**src/rtl/muldiv_unit.sv**
```systemverilog
// ============================================================================
// Module   : muldiv_unit
// Brief    : RV32M multi-cycle multiply / restoring-divide execute unit.
// Revision : 1.0 - initial release
// ============================================================================
`default_nettype none

module muldiv_unit #(
  parameter int XLEN = 32
) (
  input  logic            clk,
  input  logic            rst,
  input  logic            start,
  input  logic [2:0]      op,
  input  logic [XLEN-1:0] operand_a,
  input  logic [XLEN-1:0] operand_b,
  input  logic            kill,
  output logic            busy,
  output logic            done,
  output logic [XLEN-1:0] result
);

  localparam logic [2:0] c_st_idle = 3'd0;
  localparam logic [2:0] c_st_mul  = 3'd1;
  localparam logic [2:0] c_st_iter = 3'd2;
  localparam logic [2:0] c_st_fix  = 3'd3;
  localparam logic [2:0] c_st_done = 3'd4;

  localparam int                 c_cnt_w = $clog2(XLEN);
  localparam logic [c_cnt_w-1:0] c_last  = c_cnt_w'(XLEN - 1);

  logic [2:0]         r_state, w_next;
  logic [1:0]         r_op;
  logic [XLEN-1:0]    r_a, r_b, r_rem, r_result;
  logic [c_cnt_w-1:0] r_count;
  logic               r_neg_q, r_neg_r;

  logic               w_accept, w_sgn_div, w_div_zero, w_ovf, w_special;
  logic [XLEN-1:0]    w_abs_a, w_abs_b, w_special_res;
  logic               w_sa, w_sb;
  logic [2*XLEN-1:0]  w_mul_a, w_mul_b, w_prod;
  logic [XLEN-1:0]    w_mul_res;
  logic [XLEN:0]      w_shift, w_sub;
  logic               w_qbit;
  logic [XLEN-1:0]    w_q, w_r, w_fix_res;

  assign w_accept   = start & ~kill & ((r_state == c_st_idle) | (r_state == c_st_done));
  assign w_sgn_div  = ~op[0];
  assign w_div_zero = (operand_b == '0);
  assign w_ovf      = w_sgn_div & (operand_a == {1'b1, {(XLEN-1){1'b0}}}) & (operand_b == '1);
  assign w_special  = op[2] & (w_div_zero | w_ovf);
  assign w_abs_a    = (w_sgn_div & operand_a[XLEN-1]) ? -operand_a : operand_a;
  assign w_abs_b    = (w_sgn_div & operand_b[XLEN-1]) ? -operand_b : operand_b;
  // Overflow case: DIV yields the dividend itself (0x80000000), REM yields 0.
  assign w_special_res = w_div_zero ? (op[1] ? operand_a : '1)
                                    : (op[1] ? '0 : operand_a);

  // Sign-extending both to 2*XLEN lets a plain unsigned multiply give the exact low 2*XLEN bits.
  assign w_sa      = ~(r_op[1] & r_op[0]);
  assign w_sb      = ~r_op[1];
  assign w_mul_a   = {{XLEN{w_sa & r_a[XLEN-1]}}, r_a};
  assign w_mul_b   = {{XLEN{w_sb & r_b[XLEN-1]}}, r_b};
  assign w_prod    = w_mul_a * w_mul_b;
  assign w_mul_res = (r_op == 2'b00) ? w_prod[XLEN-1:0] : w_prod[2*XLEN-1:XLEN];

  // r_a doubles as the dividend shifter and the quotient accumulator.
  assign w_shift = {r_rem, r_a[XLEN-1]};
  assign w_sub   = w_shift - {1'b0, r_b};
  assign w_qbit  = ~w_sub[XLEN];

  assign w_q       = r_neg_q ? -r_a : r_a;
  assign w_r       = r_neg_r ? -r_rem : r_rem;
  assign w_fix_res = r_op[1] ? w_r : w_q;

  always_ff @(posedge clk) begin
    if (rst) r_state <= c_st_idle;
    else     r_state <= w_next;
  end

  always_comb begin
    w_next = r_state;
    if (kill) begin
      w_next = c_st_idle;
    end else begin
      case (r_state)
        c_st_idle, c_st_done: begin
          if (!start)         w_next = c_st_idle;
          else if (!op[2])    w_next = c_st_mul;
          else if (w_special) w_next = c_st_done;
          else                w_next = c_st_iter;
        end
        c_st_mul:  w_next = c_st_done;
        c_st_iter: w_next = (r_count == c_last) ? c_st_fix : c_st_iter;
        c_st_fix:  w_next = c_st_done;
        default:   w_next = c_st_idle;
      endcase
    end
  end

  always_comb begin
    busy = 1'b0;
    done = 1'b0;
    if (!rst) begin
      busy = start | (r_state == c_st_mul) | (r_state == c_st_iter) | (r_state == c_st_fix);
    end
    done = (r_state == c_st_done);
  end

  always_ff @(posedge clk) begin
    if (rst) begin
      r_op     <= '0;
      r_a      <= '0;
      r_b      <= '0;
      r_rem    <= '0;
      r_count  <= '0;
      r_neg_q  <= 1'b0;
      r_neg_r  <= 1'b0;
      r_result <= '0;
    end else if (w_accept) begin
      r_op    <= op[1:0];
      r_a     <= op[2] ? w_abs_a : operand_a;
      r_b     <= op[2] ? w_abs_b : operand_b;
      r_rem   <= '0;
      r_count <= '0;
      r_neg_q <= w_sgn_div & (operand_a[XLEN-1] ^ operand_b[XLEN-1]);
      r_neg_r <= w_sgn_div & operand_a[XLEN-1];
      if (w_special) r_result <= w_special_res;
    end else if (!kill) begin
      case (r_state)
        c_st_mul: r_result <= w_mul_res;
        c_st_iter: begin
          r_rem   <= w_qbit ? w_sub[XLEN-1:0] : w_shift[XLEN-1:0];
          r_a     <= {r_a[XLEN-2:0], w_qbit};
          r_count <= r_count + c_cnt_w'(1);
        end
        c_st_fix: r_result <= w_fix_res;
        default: ;
      endcase
    end
  end

  assign result = r_result;

endmodule

`default_nettype wire

```
**config.mk**
```make
export PLATFORM = sky130hd
export DESIGN_NAME = muldiv_unit
export DESIGN_NICKNAME = d
export VERILOG_FILES = /design/src/rtl/muldiv_unit.sv
export SDC_FILE = /design/constraint.sdc
export NUM_CORES = 2
export LEC_CHECK = 0
export CELL_PAD_IN_SITES_DETAIL_PLACEMENT = 0
export CELL_PAD_IN_SITES_GLOBAL_PLACEMENT = 1
export CORE_MARGIN = 8
export CORE_UTILIZATION = 55
export DETAILED_ROUTE_END_ITERATION = 10
export PLACE_DENSITY_LB_ADDON = 0.1
export SYNTH_ARGS = -nofsm -noshare
export SYNTH_HDL_FRONTEND = slang
export SYNTH_SLANG_ARGS = --single-unit
```
**constraint.sdc**
```tcl
create_clock -name clk -period 15.7 [get_ports clk]
set_input_delay 2.355 -clock clk [delete_from_list [all_inputs] [get_ports clk]]
set_output_delay 2.355 -clock clk [all_outputs]
set_load 0.005 [all_outputs]
```
# ---- After elaboration in Yosys (flattened, before gate mapping)
# Cells that the tools add are included.
dict set report word_totals {
  reg_bits 140
  input_bits 71
  out_inout_bits 34
  elab_cells 84
}
dict set report classes {
  n_addsub 6
  mul 1
  n_eq_ne 9
  n_mux 25
  bitwise 22
  n_reduce_logical 12
}
# cell n
set op_table {}
lappend op_table {{two-way mux 32 bit} 18}
lappend op_table {{negator 32 bit} 4}
lappend op_table {{equality test 32 bit (second input constant)} 2}
lappend op_table {{multiplier 33 x 33 -> 64 bit} 1}
lappend op_table {{one-hot mux 32 bit (2 select lines)} 1}
lappend op_table {{subtractor 33 x 32 -> 33 bit} 1}
lappend op_table {{zero test 32 bit} 1}
lappend op_table {{AND 1 bit} 11}
lappend op_table {{two-way mux 3 bit} 3}
lappend op_table {{one-hot mux 3 bit (3 select lines)} 1}
lappend op_table {{OR reduction 2 bit} 4}
lappend op_table {{equality test 3 x 2 -> 1 bit (second input constant)} 2}
lappend op_table {{adder 5 x 1 -> 5 bit (second input constant)} 1}
lappend op_table {{equality test 5 bit (second input constant)} 1}
lappend op_table {{inverter 1 bit} 5}
lappend op_table {{bitwise OR 1 bit} 5}
lappend op_table {{!= test 2 x 1 -> 1 bit (second input constant)} 2}
lappend op_table {{AND reduction 2 bit} 2}
lappend op_table {{equality test 3 x 1 -> 1 bit (second input constant)} 1}
lappend op_table {{equality test 3 bit (second input constant)} 1}
lappend op_table {{zero test 3 bit} 1}
lappend op_table {{AND reduction 3 bit} 1}
lappend op_table {{nonzero test 3 bit} 1}
lappend op_table {{zero test 2 bit} 1}
lappend op_table {{3 further kinds} 4}

# ---- Longest topological paths before layout
dict set report logic_depth {
  word_depth 9
  depth_mapped 32
  depth_no_buf 29
}

# ---- Least setup slack after synthesis
# No wires, ideal clock.
dict set report synth_timing {
  kind {register -> register}
  from {register r_a[31]}
  to {register r_result[29] (netlist: result[29])}
  t_arrival_ns 8.418
  t_required_ns 15.609
  slack_ns 7.191
  stages_incl_launch_ff 32
  path_buffers 4
  synth_period_minus_slack_ns 8.509
  path_cell_list {dfxtp_1 > clkbuf_1 > inv_1 > a21oi_1 > clkbuf_1 > clkbuf_1 > nand2_1 > fa_1 > fa_1 > inv_1 > fa_1 > inv_1 > fa_1 > inv_1 > fa_1 > fa_1 > fa_1 > inv_1 > fa_1 > inv_1 > ha_1 > clkbuf_1 > a21oi_1 > nor2b_1 > o21ai_0 > o21ai_0 > nor4_1 > a311oi_1 > o41ai_1 > xnor2_1 > a21oi_1 > a311oi_1}
}
dict set report synth_between {
  elab_chain_cells 6
}
# element line
set synth_lines {}
lappend synth_lines {{start: declaration} 34} ;# logic [XLEN-1:0] r_a, r_b, r_rem, r_result;
lappend synth_lines {{start signal: assignment} 121} ;# r_a <= op[2] ? w_abs_a : operand_a;
lappend synth_lines {{start signal: assignment} 133} ;# r_a <= {r_a[XLEN-2:0], w_qbit};
lappend synth_lines {{AND 1 bit} 61} ;# assign w_mul_a = {{XLEN{w_sa & r_a[XLEN-1]}}, r_a};
lappend synth_lines {{multiplier 33 x 33 -> 64 bit *} 63} ;# assign w_prod = w_mul_a * w_mul_b;
lappend synth_lines {{two-way mux 32 bit *} 64} ;# assign w_mul_res = (r_op == 2'b00) ? w_prod[XLEN-1:0] : w_prod[2*XLEN-1:XLEN];
lappend synth_lines {{one-hot mux 32 bit (2 select lines) *} 129} ;# case (r_state)
lappend synth_lines {{two-way mux 32 bit *} 128} ;# end else if (!kill) begin
lappend synth_lines {{two-way mux 32 bit *} 119} ;# end else if (w_accept) begin
lappend synth_lines {{end signal: assignment} 127} ;# if (w_special) r_result <= w_special_res;
lappend synth_lines {{end signal: assignment} 130} ;# c_st_mul: r_result <= w_mul_res;
lappend synth_lines {{end signal: assignment} 136} ;# c_st_fix: r_result <= w_fix_res;
lappend synth_lines {{end: declaration} 34}
# Every way passes the cells marked *; elsewhere a longest branch is shown, timed or not. The select of a mux whose other input is x is not followed.
# A chain may end at the register's enable or synchronous reset.

# ---- Final worst setup path
dict set report layout_timing {
  from {register r_op[1]}
  to {register r_result[29] (netlist: result[29])}
}
dict set report layout_between {
  elab_chain_cells 8
  word_cells_on_any_way 12
  cone_classes {1 x mul; 5 x mux; 5 x bitwise; 1 x reduce/logical}
}
# element line
set layout_lines {}
lappend layout_lines {{start: declaration} 33} ;# logic [1:0] r_op;
lappend layout_lines {{start signal: assignment} 120} ;# r_op <= op[1:0];
lappend layout_lines {{AND 1 bit} 59} ;# assign w_sa = ~(r_op[1] & r_op[0]);
lappend layout_lines {{inverter 1 bit} 59}
lappend layout_lines {{AND 1 bit} 61}
lappend layout_lines {{multiplier 33 x 33 -> 64 bit} 63}
lappend layout_lines {{two-way mux 32 bit} 64}
lappend layout_lines {{one-hot mux 32 bit (2 select lines) *} 129}
lappend layout_lines {{two-way mux 32 bit *} 128}
lappend layout_lines {{two-way mux 32 bit *} 119}
# Marked as above.

==> flow_metrics.env <==
export IMPL_die_width_um=315
export IMPL_ctsResizeCount=0
export IMPL_synth_fp_nets=7182
export IMPL_yosys_warnings=0
export IMPL_dp_hpwl_um=128000
export IMPL_syn_cell_area_um2=49200
export IMPL_avgSynthCellArea_um2=8.57
export IMPL_grt_pass1_wl_um=253000
export IMPL_timing_fmax_mhz=104
export IMPL_slowest_delay_ns=0.78
export IMPL_min_period_ns=9.58
export IMPL_htreeDepth=4
export IMPL_grt_antenna_before_repair=9
export IMPL_skew_ns=0.0351
export IMPL_gp_congestion=1.00
export IMPL_cts_hold_fix_buffers=0
export IMPL_clk_pin_slew_ns=0.07
export IMPL_cp_start_kind="flip-flop"
export IMPL_grt_pass1_vias=41628
export IMPL_ys_ff_latch=140
export IMPL_seq_area_frac_synth_pct=5.70
export IMPL_grt_overflow_total=0
export IMPL_setup_viol=0
export IMPL_worstPathRequired_ns=16.09
export IMPL_drive_gt1_share_pct=3.27
export IMPL_cts_max_path_buffers=2
export IMPL_post_cts_buffers=0
export IMPL_worstHoldPathCells=2
export IMPL_root_buffer="clkbuf_16"
export IMPL_end_kind="flip-flop"
export IMPL_tightest_slew_ns=1.11
export IMPL_port_buffers=104
export IMPL_grt_use_met2_pct=52.8
export IMPL_dieArea_um2=99200
export IMPL_finalHoldViolations=0
export IMPL_drc=0
export IMPL_power_frac_comb_pct=69.0
export IMPL_ys_flop_type="dfxtp_1"
export IMPL_slowest_stage="fa_1"
export IMPL_finalNetCount=7030
export IMPL_grtUsageMet1_pct=45.9
export IMPL_synth_edf_count=0
export IMPL_critPathKind="flip-flop to flip-flop"
export IMPL_use_met3_pct=7.64
export IMPL_start_util_pct=55.5
export IMPL_pin_count=105
export IMPL_wl_per_cell_um=23.9
export IMPL_ir_drop_mv=0.0860
export IMPL_synthArstFlopShare_pct=0
export IMPL_utilization_pct=58.3
export IMPL_vias=39750
export IMPL_reg2reg_depth=30
export IMPL_drt_pass1_iterations=5
export IMPL_die_h_um=315
export IMPL_rows=109
export IMPL_power_leakage_nw=24.5
export IMPL_cts_sinks=140
export IMPL_drt_iter0_drc=3583
export IMPL_grt_start_max_net_pins=80
export IMPL_arrival_ns=9.98
export IMPL_max_cap_violations=0
export IMPL_top_usage_layer="met2"
export IMPL_finalSetupTns_ns=0
export IMPL_r2r_slack_ns=6.12
export IMPL_p_seq_share_pct=14.8
export IMPL_pwr_density_cell_nw_per_um2=53.8
export IMPL_finalWirelength_um=162000
export IMPL_syn2layout_area_growth_pct=4.89
export IMPL_slew_headroom_pct=26.2
export IMPL_period_share_pct=61.0
export IMPL_grt_usage_pct=33.6
export IMPL_crit_top_cell="fa_1"
export IMPL_ys_types=84
export IMPL_ant_nets=0
export IMPL_status="finished, final reports clean"
export IMPL_syn_inst=5733
export IMPL_power_switching_mw=1.48
export IMPL_cellInternalPower_mw=1.29
export IMPL_via_per_inst=5.88
export IMPL_cts_tree="built"
export IMPL_rsz0062_at_grt="false"
export IMPL_hold_path_class="flip-flop to flip-flop"
export IMPL_fp_coreArea_um2=88500
export IMPL_swShare_pct=53.3
export IMPL_finalMaxSlewViolations=0
export IMPL_insertion_delay_ns=0.50
export IMPL_cts_made_buffers=17
export IMPL_worst_path_max_fanout=60
export IMPL_clkPwrFrac_pct=16.2
layer usage:
metal  wire (um)  up-vias
met5          49        -
met4        6680        8
met3       16400      331
met2       73300     1848
met1       65400    20401
li1            -    17162
power groups by stage:
stage                     Clock, mW  Combinational, mW  Sequential, mW
after global placement            0               1.88           0.415
after floorplan                   0               1.28           0.388
after CTS                     0.454               1.91           0.407
after detailed placement          0               1.89           0.415
after global routing          0.465               2.12           0.410
final                         0.450               1.91           0.410
worst max-delay path, delay by kind of cell (launching register included):
kind	cells	cell delay, ns
AO/OA/AOI/OAI	8	1.43
XOR/XNOR	1	0.20
adder cells (fa/ha/maj)	9	4.96
buffers and inverters	9	1.91
flip-flops	1	0.31
AND/OR/NAND/NOR	3	0.65
sequential cells by signal, indices dropped and copies added, names as in the netlist:
register and count:
r_state 3, r_count 5, r_neg_q 1, r_b 32
r_rem 32, r_a 32, r_op 2, r_neg_r 1
result 32
worst paths after layout:
path,to,start
max,result[29],r_op[1]
min,r_count[4],r_count[4]
max reg2reg,result[29],r_op[1]
min reg2reg,r_count[4],r_count[4]
area by class of cell:
class	instances	area [um2]
inverters	1147	4310
diodes	3	7.51
multi-input cells	4084	40700
clock buffers	19	453
fillers	8133	36900
flip-flops and latches	140	2820
well taps	1165	1460
clock inverters	12	138
repair buffers	191	1690
through the flow:
stage,setup slack [ns],std cells,instance area (um2),hold slack (ns),power [mW]
final,6.12,6761,51600,0.466,2.77
after global routing,5.52,6758,51600,0.498,2.99
after CTS,6.16,6758,51600,0.469,2.77
after detailed placement,6.16,6727,51000,0.459,2.30
after global placement,6.34,6727,51000,0.448,2.30
after floorplan,7.19,5733,49200,0.441,1.67
layout by cell type, fill, tap and decap left out, drive strengths merged, types with 16 or more instances in the layout:
cell type and n:
clkbuf 19, nor4 23, clkdlybuf4s50 103, and3 22
or4 20, nor3 53, o211ai 23, fa 1126
o41ai 25, nand2b 28, a22oi 34, and2 328
or3 20, a211oi 47, dfxtp 140, a21o 44
nand2 884, mux2i 31, nor2 225, ha 252
nand4 30, xnor2 124, o21ai 165, o31ai 34
xor2 88, nand3 42, or2 16, a21oi 232
buf 88, maj3 21, inv 1149
cells by family after synthesis:
kind of cell,after synthesis,synth area share (%)
simple gates,1713,16.1
xor+xnor,212,3.78
mux,33,0.677
flops,140,5.70
buf+inv,1509,11.6
compound gates,727,9.41
fa+ha+maj,1399,52.7
cells in the mapped netlist, types with 47 or more instances:
master,instances,area share [%]
nor2_1,223,1.7
xor2_1,88,1.6
nor3_1,52,0.53
a21oi_1,231,2.4
ha_1,252,6.4
inv_1,1146,8.8
nand2_1,883,6.7
o21ai_0,162,1.6
and2_1,327,4.2
buf_1,47,0.36
xnor2_1,124,2.2
clkbuf_1,305,2.3
dfxtp_1,140,5.7
fa_1,1126,46
Note: power is estimated with default switching activity, not from simulation.
